[config.mk]
export PLATFORM = sky130hd
export DESIGN_NAME = encoder_4to2_seq
export DESIGN_NICKNAME = d
export VERILOG_FILES = /design/src/rtl/encoder_4to2_seq.sv
export SDC_FILE = /design/constraint.sdc
export NUM_CORES = 1
export LEC_CHECK = 0
export CAP_MARGIN = 20
export CORE_AREA = 3 3 40 42
export CTS_CLUSTER_SIZE = 24
export DETAILED_ROUTE_END_ITERATION = 8
export DIE_AREA = 0 0 43 45
export HOLD_SLACK_MARGIN = 0.03
export PLACE_DENSITY = 0.58
export SLEW_MARGIN = 10
export SYNTH_ARGS = -nofsm -noshare
export SYNTH_HDL_FRONTEND = slang
export SYNTH_SLANG_ARGS = --single-unit
[constraint.sdc]
create_clock -name clk -period 3 [get_ports clk]
set_clock_uncertainty 0.05 [all_clocks]
set_input_delay 0.6 -clock clk [delete_from_list [all_inputs] [get_ports clk]]
set_output_delay 0.6 -clock clk [all_outputs]
set_load 0.01 [all_outputs]
[src/rtl/encoder_4to2_seq.sv]
// encoder_4to2_seq: registered priority encoder with a valid/ready output slot.
// Request lines are captured into a pending register; one pending index is
// emitted per handshake and its bit is cleared once served.
// Build option: define ROUND_ROBIN_EN for rotating priority starting at rr_ptr;
// otherwise fixed priority with the highest index winning.
module encoder_4to2_seq #(
    parameter int N = 4,
    parameter int W = $clog2(N)
) (
    input  logic         clk,
    input  logic         rst_n,
    input  logic         en,
    input  logic [N-1:0] D,
    output logic [W-1:0] A,
    output logic         out_valid,
    input  logic         out_ready,
    output logic [N-1:0] pending,
    output logic         ovr
);

    localparam int WP = W + 1;

    typedef enum logic {
        IDLE = 1'b0,
        HOLD = 1'b1
    } state_t;

    state_t       state;
    state_t       state_nxt;
    logic [N-1:0] req;
    logic [N-1:0] serve_mask;
    logic         free;
    logic         grant;
    logic [W-1:0] sel;

`ifdef ROUND_ROBIN_EN
    logic [W-1:0] rr_ptr;
    logic [W:0]   idx;
    logic         found;
`endif

    // Qualified requests, output slot availability and grant decision
    always_comb begin
        req        = en ? D : '0;
        free       = !out_valid || out_ready;
        grant      = free && (|pending);
        serve_mask = grant ? (N'(1) << sel) : '0;
    end

`ifdef ROUND_ROBIN_EN
    // Rotating priority: first pending bit at or after rr_ptr, ascending with wrap
    always_comb begin
        sel   = '0;
        found = 1'b0;
        idx   = '0;
        for (int unsigned k = 0; k < N; k++) begin
            idx = {1'b0, rr_ptr} + WP'(k);
            if (idx >= WP'(N))
                idx = idx - WP'(N);
            if (!found && pending[idx[W-1:0]]) begin
                sel   = idx[W-1:0];
                found = 1'b1;
            end
        end
    end

    // Pointer moves just past the granted index so every bit is reached within N grants
    always_ff @(posedge clk or negedge rst_n) begin
        if (!rst_n)
            rr_ptr <= '0;
        else if (grant)
            rr_ptr <= (sel == W'(N - 1)) ? '0 : sel + W'(1);
    end
`else
    // Fixed priority: highest pending index wins
    always_comb begin
        sel = '0;
        for (int unsigned i = 0; i < N; i++) begin
            if (pending[W'(i)])
                sel = W'(i);
        end
    end
`endif

    // FSM state register
    always_ff @(posedge clk or negedge rst_n) begin
        if (!rst_n)
            state <= IDLE;
        else
            state <= state_nxt;
    end

    // FSM next state: HOLD while an index is presented or another is ready to follow
    always_comb begin
        state_nxt = state;
        case (state)
            IDLE:    if (|pending) state_nxt = HOLD;
            HOLD:    if (out_ready && !(|pending)) state_nxt = IDLE;
            default: state_nxt = IDLE;
        endcase
    end

    // FSM output: the state itself is the valid flag
    always_comb begin
        out_valid = (state == HOLD);
    end

    // Pending capture, index register and sticky overrun flag.
    // A bit served and re-requested on the same edge stays set and is not an overrun.
    always_ff @(posedge clk or negedge rst_n) begin
        if (!rst_n) begin
            A       <= '0;
            pending <= '0;
            ovr     <= 1'b0;
        end else begin
            pending <= (pending & ~serve_mask) | req;
            if (grant)
                A <= sel;
            if (|(req & pending & ~serve_mask))
                ovr <= 1'b1;
        end
    end

endmodule

# After elaboration in Yosys (flattened, before gate mapping)
# Cells that the tools add are included.
# W data, S select, Z words.
[word_totals] ff_bits=8 in_bits=8 out_inout_bits=8 word_cells=26
[classes] mux=8 reduce_logical=7 shifts=1 bitwise_logic=6
[ops] operator="$and A4 B4 Y4" n=3
[ops] operator="$mux W4" n=2
[ops] operator="$reduce_or A4 Y1" n=2
[ops] operator="$mux W2" n=2
[ops] operator="$not A4 Y4" n=1
[ops] operator="$or A4 B4 Y4" n=1
[ops] operator="$shl A1 B2 Y4 const A" n=1
[ops] operator="$mux W1" n=3
[ops] operator="$logic_and A1 B1 Y1" n=2
[ops] operator="$logic_not A1 Y1" n=2
[ops] operator="$pmux W1 S2" n=1
[ops] operator="$logic_or A1 B1 Y1" n=1
[ops] operator="$not A1 Y1" n=1

# Logic depth before layout (Yosys ltp)
# Gate-level depths: netlist (run 1).
[depth] depth_word=8 mapped_depth=4 mapped_depth_nobuf=3

# Worst setup path after synthesis (run 1)
# No wires, ideal clock.
[synth_timing] kind="input-to-reg" startpoint="input port en" endpoint="register ovr" required_ns=2.811 n_path_buf=1 path_slack_ns=1.373 arrival_time_ns=1.438 setup_time_ns=0.139 path_stages=3 cell_sequence="clkbuf_1 > a41o_1 > or4_1"
[synth_between] elab_chain_cells=4
[synth_rtl] item="start: declaration" line="12" source="input logic en,"
[synth_rtl] item="$mux W4" line="44" source="req = en ? D : '0;"
[synth_rtl] item="$and A4 B4 Y4 (2 in series)" line="119" source="if (|(req & pending & ~serve_mask))"
[synth_rtl] item="$reduce_or A4 Y1" line="119"
[synth_rtl] item="end signal: assignment" line="114" source="ovr <= 1'b0;"
[synth_rtl] item="end signal: assignment" line="120" source="ovr <= 1'b1;"
[synth_rtl] item="end: declaration" line="18" source="output logic ovr"
# Every way passes these cells.
# A chain may end at the register's enable or synchronous reset.

# Worst setup path after layout (run 1)
[layout_timing] startpoint="register pending[3]" endpoint="output port pending[3]"
[layout_rtl] item="start: declaration" line="17" source="output logic [N-1:0] pending,"
[layout_rtl] item="start signal: assignment" line="116" source="pending <= (pending & ~serve_mask) | req;"
# No word-level cell between the ends.

==> impl_metrics.tcl, run 1 <==
set metrics [dict create \
    finalSetupViolCount 0 \
    hold_violations 0 \
    placed_area_um2 542 \
    ys_seq_area_frac 0.516 \
    die_h_um 45 \
    portBuffers 15 \
    cts_sinks 8 \
    yosys.area_share.simple 0.181 \
    power_leakage_nw 0.238 \
    antenna_found_initial 0 \
    cts_resized 0 \
    max_slew_margin 0.741 \
    critPathKind "flop to primary output" \
    synth_area_per_cell_um2 10.5 \
    die_w_um 43 \
    pin_count 16 \
    clkTransAtPathRegs_ns 0.05 \
    die_area_um2 1940 \
    fmax_mhz 523 \
    multi_input_area_um2 169 \
    cts_tree "built" \
    ys_warn_count 0 \
    p_int_uw 210 \
    critPathLaunchType "flop" \
    drtAntennaViolNets 0 \
    worst-path-buf-inv 1 \
    rsz0062_at_grt "false" \
    combPwrFrac 0.256 \
    num-nets-final 63 \
    n_antenna_cell 0 \
    synthesis.area_um2 388 \
    grt_usage 0.108 \
    slowest_stage "clkdlybuf4s50_1" \
    cts_setup_buffers 0 \
    drv_slew 0 \
    htree_levels 1 \
    tightest_slew_ns 0.388 \
    yosys.area_share.adder 0 \
    period_needed_ns 1.91 \
    dp_hpwl_um 652 \
    end_kind "primary output" \
    grt_pass1_wl_mm 1.45 \
    gp_congestion 0.745 \
    first_global_vias 329 \
    area.growth.synth_to_final_pct 45.5 \
    min_period_over_period 0.638 \
    core_area_um2 1280 \
    first_pass_iters 4 \
    cp_slowest_stage_delay_ns 0.57 \
    drive_gt1_frac 0.0943 \
    crit_fanout 7 \
    switching_share 0.278 \
    totalWireLength_um 843 \
    setup-tns-final_ns 0 \
    ff_latch_area_um2 200 \
    vias 346 \
    postCtsHoldBufs 0 \
    initial_core_util 0.302 \
    crit_path_cell_trace "clkdlybuf4s50_1" \
    synth_xor_area_frac 0 \
    required_ns 2.35 \
    power_frac_clock 0.284 \
    ys_ff_latch 8 \
    peakVddDrop_v 0.000196 \
    fill_cells 142 \
    drc 0 \
    pwr_density_cell_nw_per_um2 514 \
    clockBufferDepth 2 \
    power_uw 290 \
    synth_compound_area_frac 0.229 \
    routed_via_density 5.09 \
    grt_start_max_net_pins 9 \
    path_delay_family "buffers and inverters" \
    cts-buffers-inserted 3 \
    status "completed" \
    syn-instance-count 37 \
    muxShareOfSynthArea 0.0258 \
    synth_top_family_by_area "compound AO/OA/AOI/OAI gates" \
    drv_cap 0 \
    wl_per_cell_um 12.4 \
    ys_types 21 \
    seq_power_share 0.460 \
    overflow 0 \
    synth_nets 45 \
    row_count 13 \
    switchingPower_uw 80.6 \
    drt_iter0_markers 4 \
    holdCritPathClass "flop to flop" \
    root_buffer "clkbuf_4" \
    insertion_delay_ns 0.25 \
    crit_arrival_ns 1.26 \
    final_area_um2 564 \
]
[cell families after synthesis]
group | count (synthesis)
buf+inv | 3
mux | 1
compound gates | 13
flops | 8
simple gates | 12
[path summary, 6_finish.rpt]
kind                       cells after the start  slack, ns        from          to
max in group asynchronous                      1       2.04       rst_n   out_valid
max reg2reg                                    3       1.42  pending[3]         ovr
min                                            2       0.45        A[1]        A[1]
min reg2reg                                    2       0.45        A[1]        A[1]
max                                            1       1.09  pending[3]  pending[3]
min in group asynchronous                      1       0.58       rst_n  pending[3]
[stage by stage]
step	cells	utilization	worst slack, ns	hold WS (ns)
floorplan	37	-	1.37	0.254
global placement	65	0.422	0.877	0.445
detailed placement	65	0.422	0.844	0.450
CTS	68	0.439	1.07	0.462
global route	68	0.439	1.04	0.531
finish	68	0.439	1.09	0.452
[synth_stat cells]
master	count	area share
a31oi_1	1	0.016
or2b_1	1	0.019
a22o_2	1	0.026
a22o_1	1	0.023
nor2b_4	1	0.035
dfrtp_1	8	0.52
buf_6	1	0.029
a21o_1	1	0.019
o21ai_0	3	0.039
o21ai_1	1	0.013
o2111a_1	1	0.029
nand2_1	2	0.019
a21oi_1	3	0.039
mux2i_1	1	0.026
inv_1	1	0.0097
nor2_1	2	0.019
nand3_1	4	0.052
or4_1	1	0.019
nor2b_1	1	0.016
a41o_1	1	0.026
clkbuf_1	1	0.0097
[per-layer routing]
metal / part of all wire / wire length, um / track usage / vias up
li1: - / - / - / 171
met1: 0.42 / 358 / 0.119 / 160
met2: 0.46 / 388 / 0.153 / 13
met3: 0.10 / 84 / 0.0717 / 2
met4: 0.013 / 11 / 0.0723 / 0
met5: 0 / 0 / 0 / -
[state kept, by name, indices dropped and copies added (netlist names)]
signal,flops
out_valid,1
A,2
ovr,1
pending,4
[area by class of cell]
cell class,instances,area share
multi-input combinational,26,0.299
inverter,1,0.00665
timing repair buffer,15,0.266
tap,15,0.0333
clock buffer,3,0.0399
sequential,8,0.355
[power groups by stage]
stage | sequential, mW | combinational [mW] | clock, mW
2_1_floorplan | 0.140 | 0.0282 | 0
3_3_place_gp | 0.136 | 0.0743 | 0
3_5_place_dp | 0.136 | 0.0750 | 0
4_1_cts | 0.134 | 0.0754 | 0.0879
5_1_grt | 0.137 | 0.0822 | 0.0939
6_report | 0.134 | 0.0743 | 0.0824
[placed cells by master (no fill, tap or decap), drive strengths merged]
| cell | count |
|---|---|
| mux2i | 1 |
| o2111a | 1 |
| dfrtp | 8 |
| inv | 1 |
| nor2b | 2 |
| a21oi | 3 |
| or2b | 1 |
| nand2 | 2 |
| or4 | 1 |
| nand3 | 4 |
| a31oi | 1 |
| a21o | 1 |
| a41o | 1 |
| a22o | 2 |
| o21ai | 4 |
| clkbuf | 3 |
| nor2 | 2 |
| clkdlybuf4s50 | 15 |
No activity file was read; power rests on OpenSTA's default activity.
==> run 2: changes to the inputs <==
--- a/config.mk
+++ b/config.mk
@@ -11,7 +11,7 @@
 export DETAILED_ROUTE_END_ITERATION = 8
 export DIE_AREA = 0 0 43 45
 export HOLD_SLACK_MARGIN = 0.03
-export PLACE_DENSITY = 0.58
+export PLACE_DENSITY = 0.6
 export SLEW_MARGIN = 10
 export SYNTH_ARGS = -nofsm -noshare
 export SYNTH_HDL_FRONTEND = slang
==> constraint.sdc (replaced) <==
create_clock -name clk -period 1.66 [get_ports clk]
set_clock_uncertainty 0.05 [all_clocks]
set_input_delay 0.332 -clock clk [delete_from_list [all_inputs] [get_ports clk]]
set_output_delay 0.332 -clock clk [all_outputs]
set_load 0.01 [all_outputs]
==> run 2 against run 1 <==
Against the previous run: sequential share of layout area fell by 2.6 points; sequential power is 82% higher; largest power group unchanged; clock-buffer cell count unchanged; non-clock buffer count increased by 6.
==> impl_metrics.tcl, run 2 (synthesis results as in run 1) <==
set metrics [dict create \
    cts-buffers-inserted 3 \
    cts_sinks 8 \
    cts_tree "built" \
    final_area_um2 613 \
    timing.rr.start "pending[3]" \
    cp_slowest_stage_delay_ns 0.55 \
    pin_count 16 \
    final.setup.worst_slack_ns 0.0542 \
    power_frac_clock 0.273 \
    drive_gt1_frac 0.203 \
    die_area_um2 1940 \
    finalSetupViolCount 0 \
    crit_arrival_ns 1.22 \
    slowest_stage "clkdlybuf4s50_1" \
    portBuffers 15 \
    final_cell_mix "clkdlybuf4s50_1, dfrtp_1, buf_4" \
    holdCritPathClass "primary input to asynchronous set/reset pin" \
    gp_congestion 0.761 \
    pwr_density_cell_nw_per_um2 893 \
    hold_ws_ns 0.311 \
    dp_hpwl_um 731 \
    startpoint "pending[3]" \
    met3_length_um 55 \
    seq_power_share 0.445 \
    clockBufferDepth 2 \
    finish.utilization 0.477 \
    htree_levels 1 \
    grt_start_max_net_pins 9 \
    power_leakage_nw 0.268 \
    rsz0062_at_grt "false" \
    root_buffer "clkbuf_4" \
    routed_via_density 5.16 \
    peakVddDrop_v 0.000364 \
    largest_reg_flops 4 \
    totalWireLength_um 986 \
    die_h_um 45 \
    status "completed" \
    drv_cap 0 \
    final_common_cell "clkdlybuf4s50_1" \
    switching_share 0.281 \
    area.growth.synth_to_final_pct 58.1 \
    drc 0 \
    min_period_over_period 0.967 \
    end_kind "primary output" \
    insertion_delay_ns 0.25 \
    fill_cells 126 \
    first_global_vias 335 \
    period_needed_ns 1.61 \
    core_area_um2 1280 \
    drv_slew 0 \
    regMostFlops "pending" \
    wl_per_cell_um 13.3 \
    placed_area_um2 579 \
    initial_core_util 0.302 \
    vias 382 \
    power_uw 547 \
    critPathLaunchType "flop" \
    hold_violations 0 \
    max_slew_margin 0.748 \
    drtAntennaViolNets 0 \
    p_int_uw 394 \
    wl_met1_um 440 \
    overflow 0 \
    critPathKind "flop to primary output" \
    path_delay_family "buffers and inverters" \
    reg_top3 "pending: 4 flops, A: 2 flops" \
    die_w_um 43 \
    antenna_found_initial 0 \
    grt_usage 0.117 \
    clkTransAtPathRegs_ns 0.06 \
    drt_iter0_markers 9 \
    place_ws_ns -0.188 \
    tightest_slew_ns 0.377 \
    combPwrFrac 0.282 \
    switchingPower_uw 154 \
    num-nets-final 69 \
    crit_path_cell_trace "clkdlybuf4s50_1" \
    n_antenna_cell 0 \
    row_count 13 \
    crit_fanout 7 \
    first_pass_iters 4 \
    fmax_mhz 623 \
    required_ns 1.28 \
    grt_pass1_wl_mm 1.53 \
    wl_met2_um 473 \
    worst-path-buf-inv 1 \
    maxUsedRoutingLayer "met4" \
]
[run 2: cell count changes in the layout (fill, tap and decap cells not counted), sizes merged]
cell,change
buf,+6
clkdlybuf4s50,-1
dlymetal6s2s,+1
[run 2: layout make-up]
cell class / count / area, um^2 / area share
Sequential cell: 8 / 201 / 0.329
Timing Repair Buffer: 21 / 198 / 0.322
Multi-Input combinational cell: 26 / 169 / 0.276
Clock buffer: 3 / 22.5 / 0.0367
Tap cell: 15 / 18.8 / 0.0306
Inverter: 1 / 3.75 / 0.00612
[run 2: worst paths after layout]
path / to / slack, ns / cells after the start
max: pending[3] / 0.05 / 1
min: A[0] / 0.31 / 1
max reg2reg: ovr / 0.16 / 3
min reg2reg: A[1] / 0.48 / 2
max in group asynchronous: pending[3] / 0.96 / 1
min in group clk: A[1] / 0.48 / 2
[run 2: routing by layer]
metal / global-route usage / vias to the layer above
met3: 0.0478 / 2
met5: 0 / -
met1: 0.131 / 182
met4: 0.108 / 0
met2: 0.168 / 14
li1: - / 184
[run 2: repair_timing]
action / CTS / global route
endpoints found under the setup margin: 1 / 2
hold endpoints to repair: 0 / 0
hold buffers: 0 / 0
gates resized for setup: 1 / 1
setup buffers: 0 / 1
[run 2: through the flow]
stage	instances	TNS, ns
global route	74	0
floorplan	37	0
finish	74	0
detailed placement	70	-0.203
CTS	73	0
global placement	70	-0.153
[run 2: power groups by stage]
stage,clock (mW),combinational (mW),sequential [mW]
2_1_floorplan,0,0.0510,0.253
3_3_place_gp,0,0.148,0.247
3_5_place_dp,0,0.149,0.247
4_1_cts,0.158,0.149,0.244
5_1_grt,0.173,0.167,0.248
6_report,0.150,0.154,0.244
==> run 3: changes to the inputs <==
--- a/config.mk
+++ b/config.mk
@@ -10,8 +10,7 @@
 export CTS_CLUSTER_SIZE = 24
 export DETAILED_ROUTE_END_ITERATION = 8
 export DIE_AREA = 0 0 43 45
-export HOLD_SLACK_MARGIN = 0.03
-export PLACE_DENSITY = 0.6
+export PLACE_DENSITY = 0.58
 export SLEW_MARGIN = 10
 export SYNTH_ARGS = -nofsm -noshare
 export SYNTH_HDL_FRONTEND = slang
==> constraint.sdc (replaced) <==
create_clock -name clk -period 1.5 [get_ports clk]
set_clock_uncertainty 0.05 [all_clocks]
set_input_delay 0.3 -clock clk [delete_from_list [all_inputs] [get_ports clk]]
set_output_delay 0.3 -clock clk [all_outputs]
set_load 0.01 [all_outputs]
==> run 3 against run 2 <==
Against the previous run: utilization grew 2.7 points; wire length down 6.2%; non-clock buffer count is 4 higher; combinational power up 14%; sequential share of layout area decreased by 2.0 points; final cell count grew 5.4%; sequential power up 7%; total power increased by 8.9%; clock-buffer cell count unchanged; via count fell by 2.1%; flip-flop and latch count did not move.
==> impl_metrics.tcl, run 3 (synthesis results as in run 1) <==
set metrics [dict create \
    hold_violations 0 \
    critPathLaunchType "flop" \
    drv_slew 0 \
    core_area_um2 1280 \
    crit_arrival_ns 1.48 \
    crit_path_cell_trace "nor2b_4 -> o2111a_1 -> or4_1" \
    die_h_um 45 \
    ff_latch_area_um2 200 \
    power_uw 596 \
    wl_per_cell_um 11.9 \
    end_kind "flop" \
    grt_pass1_wl_mm 1.65 \
    timing.rr.start "out_valid" \
    slowest_stage "or4_1" \
    fmax_mhz 705 \
    first_pass_iters 4 \
    finish.utilization 0.504 \
    clkTransAtPathRegs_ns 0.05 \
    final_area_um2 648 \
    vias 374 \
    clockBufferDepth 2 \
    row_count 13 \
    setup-tns-final_ns 0 \
    postCtsHoldBufs 0 \
    cp_slowest_stage_delay_ns 0.50 \
    hold_ws_ns 0.283 \
    pwr_density_cell_nw_per_um2 920 \
    holdCritPathClass "primary input to asynchronous set/reset pin" \
    routed_via_density 4.79 \
    cts-buffers-inserted 3 \
    regMostFlops "pending" \
    antenna_found_initial 0 \
    area.growth.synth_to_final_pct 67.1 \
    portBuffers 15 \
    period_needed_ns 1.42 \
    peakVddDrop_v 0.000497 \
    required_ns 1.56 \
    drc 0 \
    final_cells 78 \
    rsz0062_at_grt "false" \
    reg_top3 "pending: 4 flops, A: 2 flops" \
    critPathKind "flop to flop" \
    die_w_um 43 \
    max_slew_margin 0.753 \
    drtAntennaViolNets 0 \
    placed_area_um2 602 \
    r2r-end "ovr" \
    multi_input_area_um2 171 \
    dp.cells 73 \
    status "completed" \
    overflow 0 \
    num-nets-final 73 \
    gp_congestion 0.796 \
    largest_reg_flops 4 \
    finalSetupViolCount 0 \
    initial_core_util 0.302 \
    fill_cells 134 \
    dp_hpwl_um 709 \
    drive_gt1_frac 0.254 \
    drt_iter0_markers 1 \
    power_leakage_nw 0.311 \
    die_area_um2 1940 \
    pin_count 16 \
    final_cell_mix "buf_4, dfrtp_1, clkdlybuf4s50_1, dlymetal6s2s_1, dlygate4sd2_1" \
    regToRegSetupSlack_ns 0.08 \
    place_ws_ns -0.350 \
    critPathCapture "ovr" \
    final_common_cell "buf_4" \
    grt_start_max_net_pins 9 \
    crit_fanout 4 \
    grt_usage 0.118 \
    first_global_vias 368 \
    htree_levels 1 \
    startpoint "out_valid" \
    final.setup.worst_slack_ns 0.0825 \
    cts_tree "built" \
    drv_cap 0 \
    cts_sinks 8 \
    root_buffer "clkbuf_4" \
    insertion_delay_ns 0.25 \
    totalWireLength_um 925 \
    reg2reg_depth 3 \
    n_antenna_cell 0 \
    min_period_over_period 0.945 \
    tightest_slew_ns 0.369 \
]
==> run 3: cell count changes in the layout (fill, tap and decap cells not counted), sizes merged <==
cell	delta
dlygate4sd2	+5
dlymetal6s2s	+4
clkdlybuf4s50	-9
buf	+4
==> run 3: worst max-delay path: cells and delay by family, from the launching register on <==
family / cells / cell delay [ns]
AO/OA/AOI/OAI: 1 / 0.22
flip-flops: 1 / 0.37
AND/OR/NAND/NOR: 2 / 0.64
==> run 3: area by class of cell <==
class                           count  area share
Timing Repair Buffer               25       0.357
Sequential cell                     8       0.309
Multi-Input combinational cell     26       0.264
Clock buffer                        3      0.0347
Tap cell                           15      0.0290
Inverter                            1     0.00579
==> run 3: how the worst min path moves through the flow <==
stage,slack (ns),startpoint,cells after the start,end
2_1_floorplan,-0.05,rst_n,0,A[0]
3_5_place_dp,0.46,A[1],2,A[1]
4_1_cts,0.29,rst_n,1,pending[3]
5_1_grt,0.30,rst_n,1,A[1]
6_report,0.28,rst_n,1,A[1]
3_3_place_gp,0.44,A[1],2,A[1]
==> run 3: repair_timing <==
item                                   CTS  global route
gates resized for setup                  5             6
endpoints found under the hold margin    0             0
setup endpoints to repair                6             5
buffers inserted                         2             0
==> run 3: layer usage <==
metal  global-route usage  routed length (um)
met5                    0                   0
met4               0.0542                  13
met3               0.0598                  54
met2                0.174                 436
met1                0.144                 420
==> run 3: power breakdown <==
part	leakage [nW]	switching [mW]	internal [mW]
Combinational	0.213	0.0751	0.100
Clock	0.0138	0.0676	0.0912
Sequential	0.0842	0.0202	0.242
Total	0.311	0.163	0.433
